**src/rtl/ibus_line_bridge.sv**
```systemverilog
// Instruction-bus bridge: one 32-bit fetch at a time onto a 64-bit memory read channel,
// with a single-line (8-byte) buffer and jump-flush cancellation of in-flight fetches.
module ibus_line_bridge #(
  parameter bit BUF_EN = 1'b1
) (
  input  logic        clk,
  input  logic        rst,
  input  logic        ireq_valid,
  input  logic [63:0] ireq_addr,
  output logic        iresp_addr_ok,
  output logic        iresp_data_ok,
  output logic [31:0] iresp_data,
  input  logic        flush,
  output logic        mreq_valid,
  output logic [63:0] mreq_addr,
  input  logic        mreq_ready,
  input  logic        mresp_valid,
  input  logic [63:0] mresp_data
);

  typedef enum logic [1:0] {StIdle, StMreq, StMwait, StResp} state_e;

  state_e      state_q, state_d;
  logic [63:2] req_addr_q, req_addr_d;
  logic        discard_q, discard_d;
  logic [31:0] resp_data_q, resp_data_d;
  logic        buf_valid_q;
  logic [60:0] buf_tag_q;
  logic [63:0] buf_data_q;

  logic        buf_hit;
  logic        buf_fill;
  logic        take_resp;
  logic [31:0] buf_word;
  logic [31:0] mresp_word;

  // Byte offset within a word is irrelevant to a word fetch.
  logic unused_addr_bits;
  assign unused_addr_bits = ^ireq_addr[1:0];

  assign buf_hit    = BUF_EN && buf_valid_q && (buf_tag_q == ireq_addr[63:3]);
  assign buf_word   = ireq_addr[2] ? buf_data_q[63:32] : buf_data_q[31:0];
  assign mresp_word = req_addr_q[2] ? mresp_data[63:32] : mresp_data[31:0];

  // Next-state logic: accept, issue, wait, respond; flush marks the in-flight fetch as stale.
  always_comb begin
    state_d     = state_q;
    req_addr_d  = req_addr_q;
    discard_d   = discard_q;
    resp_data_d = resp_data_q;
    take_resp   = 1'b0;
    buf_fill    = 1'b0;

    unique case (state_q)
      StIdle: begin
        if (ireq_valid && !flush) begin
          req_addr_d = ireq_addr[63:2];
          if (buf_hit) begin
            resp_data_d = buf_word;
            state_d     = StResp;
          end else begin
            state_d = StMreq;
          end
        end
      end
      StMreq: begin
        if (flush) discard_d = 1'b1;
        // A response arriving with the handshake is handled exactly as in StMwait.
        if (mreq_ready) begin
          if (mresp_valid) take_resp = 1'b1;
          else             state_d   = StMwait;
        end
      end
      StMwait: begin
        if (flush) discard_d = 1'b1;
        if (mresp_valid) take_resp = 1'b1;
      end
      StResp: begin
        state_d = StIdle;
      end
      default: begin
        state_d = StIdle;
      end
    endcase

    if (take_resp) begin
      // The line is valid for its address even if the fetch itself was cancelled.
      buf_fill = 1'b1;
      if (discard_q || flush) begin
        discard_d = 1'b0;
        state_d   = StIdle;
      end else begin
        resp_data_d = mresp_word;
        state_d     = StResp;
      end
    end
  end

  // Control and response registers.
  always_ff @(posedge clk or posedge rst) begin
    if (rst) begin
      state_q     <= StIdle;
      req_addr_q  <= '0;
      discard_q   <= 1'b0;
      resp_data_q <= '0;
    end else begin
      state_q     <= state_d;
      req_addr_q  <= req_addr_d;
      discard_q   <= discard_d;
      resp_data_q <= resp_data_d;
    end
  end

  // Line buffer, refilled by every completed memory read.
  always_ff @(posedge clk or posedge rst) begin
    if (rst) begin
      buf_valid_q <= 1'b0;
      buf_tag_q   <= '0;
      buf_data_q  <= '0;
    end else if (buf_fill) begin
      buf_valid_q <= 1'b1;
      buf_tag_q   <= req_addr_q[63:3];
      buf_data_q  <= mresp_data;
    end
  end

  // Only the ok pulse sees flush combinationally, so a redirect kills a response in flight.
  assign iresp_addr_ok = (state_q == StResp) && !flush;
  assign iresp_data_ok = iresp_addr_ok;
  assign iresp_data    = resp_data_q;
  assign mreq_valid    = (state_q == StMreq);
  assign mreq_addr     = {req_addr_q[63:3], 3'b000};

endmodule

```
**config.mk**
```make
export PLATFORM = sky130hd
export DESIGN_NAME = ibus_line_bridge
export DESIGN_NICKNAME = d
export VERILOG_FILES = /design/src/rtl/ibus_line_bridge.sv
export SDC_FILE = /design/constraint.sdc
export NUM_CORES = 1
export LEC_CHECK = 0
export CAP_MARGIN = 20
export CORE_ASPECT_RATIO = 1.4
export CORE_MARGIN = 2
export CORE_UTILIZATION = 50
export DETAILED_ROUTE_END_ITERATION = 7
export PLACE_DENSITY = 0.87
export SKIP_LAST_GASP = 1
export SLEW_MARGIN = 40
export SYNTH_ARGS = -nofsm -noshare
export SYNTH_HDL_FRONTEND = slang
export SYNTH_SLANG_ARGS = --single-unit
```
**constraint.sdc**
```tcl
create_clock -name clk -period 11.45 [get_ports clk]
set_input_delay 2.8625 -clock clk [delete_from_list [all_inputs] [get_ports clk]]
set_output_delay 2.8625 -clock clk [all_outputs]
set_load 0.01 [all_outputs]
```
Yosys cells after proc, flatten, opt, wreduce, memory -nomap -nowiden
Cells that the tools add are included.
- output and inout port bits: 99
- input port bits: 134
- word-level logic and storage cells: 46
- flip-flop bits (word level): 223
- muxes and demuxes: 22
- reduce and logical (&&, ||, !) cells: 10
- eq/ne operators: 7
- operators with widths (operator ; count):
    32-bit 2-to-1 mux ; 7
    61-bit equality test ; 1
    2-bit 2-to-1 mux ; 6
    1-bit 2-to-1 mux ; 7
    2-bit case mux with 3 select lines ; 1
    2-bit equality test (second input constant) ; 2
    4-bit AND reduction ; 1
    4-bit nonzero test ; 1
    1-bit logical AND ; 3
    3-bit by 1-bit != test with 1-bit output (second input constant) ; 1
    3-bit by 2-bit != test with 1-bit output (second input constant) ; 1
    3-bit != test (second input constant) ; 1
    2-bit by 1-bit equality test with 1-bit output (second input constant) ; 1
    2-bit zero test ; 1
    1-bit case mux with 2 select lines ; 1
    2-bit AND reduction ; 1
    2-bit OR reduction ; 1
    1-bit zero test ; 1
    1-bit logical OR ; 1

Logic depth before layout (Yosys ltp)
- depth in word-level cells: 7
- mapped depth: 10
- mapped depth without buffers: 8

Worst setup path after synthesis
No wires, ideal clock.
- kind: input-to-output
- start point: input port flush
- end point: output port iresp_data_ok
- arrival time: 3244 ps
- buffers on the path: 1
- setup slack: 5343 ps
- cell stages on the path: 2
- required time: 8588 ps
- cell sequence: nor2b_1 > buf_4
- longest elaborated chain between the ends: 2
- RTL lines (item ; RTL line ; text):
    start, declared ; 13 ; input logic flush,
    1-bit zero test ; 128 ; assign iresp_addr_ok = (state_q == StResp) && !flush;
    1-bit logical AND ; 128 ;
    end, declared ; 11 ; output logic iresp_data_ok,
No other way between the ends.

Worst setup path after layout
Ends and elaborated chain as after synthesis.

==> impl_metrics.yaml <==
worst_hold_path:
  hp-start: "buf_valid_q"
  hold_depth: 1
  whs_endpoint: "buf_valid_q"
  hold_class: "reg2reg"
detailed_routing:
  drt_iter0_markers: 455
  wire_per_inst_um: 17.8
  postRouteWirelength_mm: 24.5
  viasPerCell: 5.31
  drc_errors: 0
  vias: 7288
  firstDrtPassIters: 4
  ant_nets: 0
worst_setup_path:
  ff2ff_setup_slack_ns: 8.54
  worst_r2r_startpoint: "state_q[1]"
  endpoint_kind: "primary output"
  cp_data_arrival_time_ns: 4.24
  start_kind: "primary input"
  reg2reg_to: "iresp_data[25]"
  path_max_fanout: 5
  worstSetupPathType: "in2out"
  cp_data_required_time_ns: 8.59
  reg2reg_depth: 9
synth:
  ys_top_cells_by_area: "dfrtp_1, mux2_2, mux2i_1"
  synth_seq_area_share_pct: 52.7
  synth_common_cells: "dfrtp_1, nand2_1, mux2_2"
  synth_seq_cells: 223
  yosys_warnings: 0
  yosysMostFrequentCell: "dfrtp_1"
  yosysUniqueCellTypes: 34
  synth_top_area_cell: "dfrtp_1"
  synth_edf_count: 0
  synth_top_area_share_pct: 52.7
  async_reset_ff_share_pct: 100
  syn-instance-count: 949
  ys.flop_type: "dfrtp_1"
  synthesis.area_sq_mm: 0.0106
  syn_avg_cell_area_sq_um: 11.2
global_routing:
  grt_start_max_net_pins: 99
  antenna_found_initial: 0
  grtUsageTotal_pct: 21.7
  overflow: 0
  grt_first_pass_wirelength_mm: 39.3
  grt_pass1_vias: 7874
place:
  io_buffers: 227
  place_congestion: 0.823
  hpwl_mm: 16.4
  place_area_sq_mm: 0.0126
finish:
  n_fill_cell: 1591
  finalNetCount: 1237
  finalInstanceArea_sq_mm: 0.0133
  area_growth_pct: 25.8
  drive_gt1_share_pct: 15.2
  diodes: 0
timing:
  setup_tns_ns: 0
  hold_violations: 0
  rsz0062_at_grt: "no"
  drv_slew: 0
  layout_min_cycle_time_ns: 7.10
  final-setup-viol-count: 0
  maxSlewHeadroom_pct: 47.9
  fin_crit_sh_pct: 62.0
  worst_slew_pin_slew_ns: 0.781
  finalClockSkew_ns: 0.0118
  max_freq_ghz: 0.141
power:
  power_density_mw_per_mm2: 260
  power_w: 0.00347
  ir_drop_mv: 0.173
  leakagePower_nw: 5.84
floorplan:
  core-area_sq_mm: 0.0210
  start_util_pct: 50.5
  placementRows: 63
  io_pins: 233
  fp.dieH_um: 176
  dieWidth_um: 127
  dieArea_sq_mm: 0.0224
status:
  run_status: "completed"
cts:
  cts.clk_slew.worst_paths_ns: 0.06
  ctsRootBufferMaster: "clkbuf_16"
  htreeDepth: 1
  cts_hold_buffers: 0
  cts_tree: "yes"
  cts_resized: 0
  cts_buffer_depth: 3
  cts.sinks: 223
  cts_buffers: 23
  post-cts-setup-buffers: 0
  clock_latency_ns: 0.50
job:
  maxCapViolCount: 0
[through the flow]
stage          setup WS [ns]  hold WS (ns)  util, %  instances
2_1_floorplan           2.48         0.435        -        951
3_3_place_gp            4.33         0.455     60.0       1334
3_5_place_dp            4.33         0.464     60.1       1334
4_1_cts                 4.33         0.482     63.6       1372
5_1_grt                 4.24         0.495     63.6       1372
6_report                4.35         0.483     63.6       1372
[final cells by class]
class	count	area, sq um	area share, %
clock inverter	6	58.8	0.441
inverter	15	63.8	0.479
sequential	223	5580	41.9
tap	260	325	2.44
multi-input combinational	602	4300	32.2
clock buffer	32	669	5.02
timing repair buffer	234	2330	17.5
[kinds of logic after synthesis]
| group | Yosys count | synth area share (%) |
|---|---|---|
| AOI/OAI and AO/OA | 64 | 3.59 |
| xor gates and xnor gates | 37 | 3.06 |
| adders and majority gates | 4 | 0.472 |
| buffers and inverters | 126 | 7.01 |
| DFF | 223 | 52.7 |
| muxes | 215 | 21.7 |
| other | 1 | 0.0354 |
| and+or+nand+nor | 279 | 11.5 |
[how the worst max path moves through the flow]
stage	depth (start not counted)	slack, ns	from	end
2_1_floorplan	1	2.48	rst	buf_data_q[0]
3_3_place_gp	3	4.33	flush	iresp_data_ok
3_5_place_dp	3	4.33	flush	iresp_data_ok
4_1_cts	3	4.33	flush	iresp_data_ok
5_1_grt	3	4.24	flush	iresp_data_ok
6_report	3	4.35	flush	iresp_data_ok
[routing by layer]
metal	part of all wire, %	up-vias	track usage, %
met2	52	218	39.8
met1	38	3608	24.9
met4	2.4	0	6.50
li1	-	3419	-
met5	0	-	0
met3	7.3	43	5.33
[cells in the final DEF (no fill, tap or decap), types with 2 or more instances in the layout]
| cell | netlist | final |
|---|---|---|
| nand3b_1 | 2 | 2 |
| nand4_1 | 8 | 8 |
| clkbuf_8 | 0 | 6 |
| o21ai_0 | 41 | 41 |
| nor4_1 | 5 | 5 |
| a2111o_1 | 3 | 3 |
| clkbuf_1 | 36 | 3 |
| nor2_1 | 2 | 2 |
| o21ai_1 | 5 | 5 |
| a21oi_1 | 4 | 4 |
| xnor2_1 | 28 | 28 |
| mux2i_1 | 96 | 96 |
| ha_1 | 4 | 4 |
| conb_1 | 1 | 3 |
| dfrtp_1 | 223 | 222 |
| buf_6 | 3 | 3 |
| clkbuf_16 | 0 | 23 |
| buf_4 | 65 | 5 |
| clkinv_2 | 0 | 4 |
| clkdlybuf4s50_1 | 0 | 226 |
| nor2b_1 | 10 | 10 |
| nand2b_1 | 25 | 25 |
| inv_1 | 15 | 14 |
| o2111ai_1 | 8 | 8 |
| nand2_1 | 217 | 217 |
| nor3_1 | 5 | 4 |
| xor2_1 | 9 | 9 |
| mux2_2 | 119 | 119 |
[sequential cells by signal, summed over array words and instances (netlist names)]
register / flops
buf_tag_q: 61
iresp_data: 32
state_q: 2
req_addr_q: 62
buf_valid_q: 1
discard_q: 1
buf_data_q: 64
[worst max-delay path: stages]
cell	delay, ns
clkdlybuf4s50_1	0.48
nor2b_1	0.29
clkdlybuf4s50_1	0.60
[power by group]
group / switching, W / leakage (nW) / total (W) / internal, W
registers: 0.000272 / 2.73 / 0.00144 / 0.00117
clock network: 0.000302 / 0.364 / 0.000730 / 0.000427
logic: 0.000551 / 2.75 / 0.00129 / 0.000744
Note: power is estimated with default switching activity, not from simulation.
